--- src/rtl/btn_pkg.sv ---
// btn_pkg: shared state encoding and 27 MHz timing defaults for push-button conditioning.
package btn_pkg;
    typedef enum logic [1:0] {
        RELEASED     = 2'd0,
        PRESS_WAIT   = 2'd1,
        PRESSED      = 2'd2,
        RELEASE_WAIT = 2'd3
    } btn_state_t;
    localparam int STABLE_CYCLES_DEF = 270000;
    localparam int REPEAT_DELAY_DEF  = 13500000;
    localparam int REPEAT_PERIOD_DEF = 5400000;
endpackage

--- src/rtl/sync2.sv ---
// sync2: two-flop synchroniser for asynchronous pad inputs.
//   clk_in  destination clock
//   rst_in  asynchronous active-high reset, loads RST_VAL into both flops
//   d       asynchronous input
//   q       synchronised output
module sync2 #(
    parameter logic RST_VAL = 1'b1
) (
    input  logic clk_in,
    input  logic rst_in,
    input  logic d,
    output logic q
);
    logic meta;
    always_ff @(posedge clk_in or posedge rst_in)
        if (rst_in) {q, meta} <= {2{RST_VAL}};
        else        {q, meta} <= {meta, d};
endmodule

--- src/rtl/btn_debounce.sv ---
// btn_debounce: debounces an active-low push-button into a level plus press/release strobes.
//   clk_in         system clock (27 MHz)
//   rst_in         asynchronous active-high reset
//   btn_n_in       raw button pad, low = pressed
//   btn_level      debounced state, 1 = pressed
//   press_pulse    one-cycle strobe per accepted press (and per auto-repeat)
//   release_pulse  one-cycle strobe per accepted release
// Define BTN_AUTOREPEAT_EN to build the hold-to-repeat press strobes.
module btn_debounce
    import btn_pkg::*;
#(
    parameter int STABLE_CYCLES = STABLE_CYCLES_DEF,
    parameter int CNT_W         = 24,
    parameter int REPEAT_DELAY  = REPEAT_DELAY_DEF,
    parameter int REPEAT_PERIOD = REPEAT_PERIOD_DEF
) (
    input  logic clk_in,
    input  logic rst_in,
    input  logic btn_n_in,
    output logic btn_level,
    output logic press_pulse,
    output logic release_pulse
);
    localparam logic [CNT_W-1:0] LAST = CNT_W'(STABLE_CYCLES - 1);
    logic             s_n;
    btn_state_t       state, state_nxt, prev;
    logic [CNT_W-1:0] cnt, cnt_nxt;
    logic             rpt_hit;
    sync2 #(.RST_VAL(1'b1)) u_sync (
        .clk_in (clk_in),
        .rst_in (rst_in),
        .d      (btn_n_in),
        .q      (s_n)
    );
    always_ff @(posedge clk_in or posedge rst_in)
        if (rst_in) begin
            state <= RELEASED;
            prev  <= RELEASED;
            cnt   <= '0;
        end else begin
            state <= state_nxt;
            prev  <= state;
            cnt   <= cnt_nxt;
        end
    // cnt_nxt defaults to 0, so every state change clears the counter.
    always_comb begin
        state_nxt = state;
        cnt_nxt   = '0;
        case (state)
            RELEASED:     if (!s_n) state_nxt = PRESS_WAIT;
            PRESS_WAIT:   if (s_n) state_nxt = RELEASED;
                          else if (cnt == LAST) state_nxt = PRESSED;
                          else cnt_nxt = cnt + 1'b1;
            PRESSED:      if (s_n) state_nxt = RELEASE_WAIT;
            RELEASE_WAIT: if (!s_n) state_nxt = PRESSED;
                          else if (cnt == LAST) state_nxt = RELEASED;
                          else cnt_nxt = cnt + 1'b1;
            default:      state_nxt = RELEASED;
        endcase
    end
`ifdef BTN_AUTOREPEAT_EN
    localparam int RPT_W = $clog2((REPEAT_DELAY > REPEAT_PERIOD ? REPEAT_DELAY : REPEAT_PERIOD) + 1);
    logic [RPT_W-1:0] rcnt;
    logic             rpt_done;
    logic             rpt_wrap;
    // First interval is REPEAT_DELAY, later ones REPEAT_PERIOD; leaving PRESSED restarts both.
    assign rpt_wrap = rcnt == (rpt_done ? RPT_W'(REPEAT_PERIOD - 1) : RPT_W'(REPEAT_DELAY - 1));
    always_ff @(posedge clk_in or posedge rst_in)
        if (rst_in || state != PRESSED) begin
            rcnt     <= '0;
            rpt_done <= 1'b0;
            rpt_hit  <= 1'b0;
        end else begin
            rcnt     <= rpt_wrap ? '0 : rcnt + 1'b1;
            rpt_done <= rpt_done | rpt_wrap;
            rpt_hit  <= rpt_wrap;
        end
`else
    assign rpt_hit = 1'b0;
`endif
    // Strobes mark the first cycle after a qualified transition; returns from *_WAIT give none.
    always_ff @(posedge clk_in or posedge rst_in)
        if (rst_in) begin
            btn_level     <= 1'b0;
            press_pulse   <= 1'b0;
            release_pulse <= 1'b0;
        end else begin
            btn_level     <= state == PRESSED || state == RELEASE_WAIT;
            press_pulse   <= (state == PRESSED && prev == PRESS_WAIT) || rpt_hit;
            release_pulse <= state == RELEASED && prev == RELEASE_WAIT;
        end
endmodule

--- config.mk ---
export PLATFORM = sky130hd
export DESIGN_NAME = btn_debounce
export DESIGN_NICKNAME = d
export VERILOG_FILES = /design/src/rtl/btn_pkg.sv /design/src/rtl/sync2.sv /design/src/rtl/btn_debounce.sv
export SDC_FILE = /design/constraint.sdc
export NUM_CORES = 1
export LEC_CHECK = 0
export CAP_MARGIN = 20
export CORE_MARGIN = 2
export CORE_UTILIZATION = 45
export CTS_BUF_LIST = sky130_fd_sc_hd__clkbuf_4 sky130_fd_sc_hd__clkbuf_8
export DETAILED_ROUTE_END_ITERATION = 6
export DONT_BUFFER_PORTS = 1
export PLACE_DENSITY_LB_ADDON = 0.1
export SYNTH_ARGS = -nofsm -noshare
export SYNTH_HDL_FRONTEND = slang
export SYNTH_HIERARCHICAL = 1
export SYNTH_SLANG_ARGS = --single-unit
--- constraint.sdc ---
create_clock -name clk_in -period 2.8 [get_ports clk_in]
set_input_delay 0.28 -clock clk_in [delete_from_list [all_inputs] [get_ports clk_in]]
set_output_delay 0.28 -clock clk_in [all_outputs]
set_load 0.02 [all_outputs]
==> out/qor.yml <==
cts_inserted_buffers: 5
synthSimpleGateAreaFrac_pct: 28.2
io_pins: 6
grt_overflow_total: 0
layout_commonest_cell: "dfrtp_1"
fill_cells: 332
rsz0062_at_grt: "no"
drcViolationCount: 0
start_kind: "register"
drt_iter0_drc: 47
start_util_pct: 47.4
drv_slew: 0
syn_area_sq_mm: 0.00161
critical_path_class: "register to register"
vias_per_cell: 5.74
fin_area_sq_mm: 0.00171
worstPathMaxFanout: 24
synth_top_area_share_pct: 48.2
worst_pin_slew_ns: 0.669
setup_violations: 0
grt_max_degree: 32
drive_above_1_share_pct: 9.64
fin_tns_setup_ns: 0
fin_nets: 170
dieHeight_microns: 63.8
area_growth_pct: 6.54
rows: 21
cts_tree: "done"
power_density_mw_per_mm2: 450
seq_area_frac_synth_pct: 51.5
grtUsageTotal_pct: 17.1
dpl-instance-area_sq_mm: 0.00164
required_ns: 2.98
hold_path.class: "register to register"
diodes: 0
instances_no_fill: 212
cts_sinks: 33
clkLatencyLatePin_ns: 0.33
synthMuxAreaShare_pct: 0.623
dieArea_sq_mm: 0.00407
routabilityCongestion: 0.769
drt_wl_total_microns: 3050
postCtsResizedCells: 0
final-hold-violation-count: 0
cts_max_path_buffers: 2
synth-seq-cells: 33
cts_setup_buffers: 0
synth_fa_ha_area_share_pct: 1.56
first_pass_iters: 4
h-tree-depth: 2
yosysWarnings: 6
yosys.area.top_type: "dfrtp_1"
synth_xor_area_share_pct: 6.54
cts_root_buf: "clkbuf_4"
clk_pin_slew_ns: 0.10
fin_crit_sh_pct: 81.2
wl_per_cell_microns: 14.4
skew_ns: 0.0113
dp_hpwl_microns: 2120
grt_pass1_wl_microns: 5440
layout_common_cells: "31 x dfrtp_1, 16 x nor2_1, 13 x nand3_1"
synthCells: 160
synth_nets: 165
status: "finished clean"
maxCapViolations: 0
hold_depth: 0
ys_types: 30
fin_crit_ns: 2.27
r2r_cells: 4
dp_cells: 202
avgSynthCellArea_sq_um: 10.0
port_buffers: 0
antenna_found_initial: 0
worstSetupEndpointType: "register"
grt_pass1_vias: 1183
synth_compound_gate_area_share_pct: 8.48
arrival_ns: 2.45
max-slew-margin-rel_pct: 55.2
synthTopCellsByArea: "dfrtp_1 48%, nand4_1 4.7%, nand3_1 4.0%"
vias: 1217
power.ir.vdd_worst_mv: 0.258
drtAntennaViolNets: 0
fmax_mhz: 440
core_area_sq_mm: 0.00339
die_w_microns: 63.8
synth_top_family_by_area: "simple AND/OR/NAND/NOR gates"
cellLeakagePower_uw: 0.000667
==> cell families after synthesis <==
group | count (synthesis)
multiplexers | 1
flip-flops | 33
XOR/XNOR | 12
buffers and inverters | 9
AND/OR/NAND/NOR | 80
adder cells (fa/ha/maj) | 2
AO/OA/AOI/OAI | 23
==> layout make-up <==
class	count	area, sq um	area share, %
Sequential cell	33	828	48.4
Multi-Input combinational cell	118	729	42.6
Clock inverter	2	10.0	0.584
Timing Repair Buffer	3	27.5	1.61
Inverter	4	15.0	0.877
Tap cell	46	57.6	3.36
Clock buffer	6	45.0	2.63
==> path summary, 6_finish.rpt <==
kind,slack [ns],end,start
setup / recovery,0.53,cnt[23],cnt[15]
min in group asynchronous,0.43,u_sync/meta,rst_in
hold reg to reg,0.37,u_sync/q,u_sync/meta
setup reg to reg,0.53,cnt[23],cnt[15]
hold / removal,0.37,u_sync/q,u_sync/meta
max in group asynchronous,2.01,cnt[14],rst_in
==> report_power, final <==
part	internal (uW)	switching, uW	total [uW]
Clock	105	156	262
Combinational	6.46	17.3	23.7
Sequential	482	4.58	486
Total	593	178	772
==> metal layers <==
layer,vias up,track usage [%],routed length (microns)
met1,609,21.4,1450
met4,0,5.71,39
met3,5,4.23,62
li1,595,-,-
met2,8,28.9,1500
met5,-,0,0
==> Yosys cell counts, drive strengths merged <==
cell type  count
dfrtp         31
nor2          16
nand3         13
nand4         12
a21oi         11
o21ai          9
nand2          8
or3            8
or4            8
xor2           7
xnor2          5
inv            4
and3           3
buf            3
and2           2
and4           2
clkbuf         2
dfstp          2
ha             2
nor4           2
nor4b          2
o31ai          2
or2            2
mux2i          1
nor2b          1
nor4bb         1
o211ai         1
==> state kept, by name (all words and copies together), names as in the netlist, named ones only <==
name	count
state	1
release_pulse	1
prev	2
u_sync/meta	1
u_sync/q	1
btn_level	1
press_pulse	1
cnt	24
==> worst max-delay path, cell delays in order, from the launching register on <==
cell,delay [ns]
dfrtp_1,0.46
or4_1,0.53
or4_4,0.46
o211ai_4,0.57
a21oi_1,0.10
==> through the flow <==
step	worst slack (ns)	hold slack (ns)	utilization, %	total power, uW
2_1_floorplan	0.876	0.192	-	513
3_3_place_gp	0.587	0.199	48.3	517
3_5_place_dp	0.510	0.203	48.3	518
4_1_cts	0.501	0.367	50.5	783
5_1_grt	0.354	0.372	50.5	812
6_report	0.527	0.369	50.5	772
==> repair_timing <==
item | CTS | global route
hold buffers | 2 | 0
setup endpoints to repair | 0 | 0
hold endpoints to repair | 34 | 0
(Power assumes the default switching activity.)
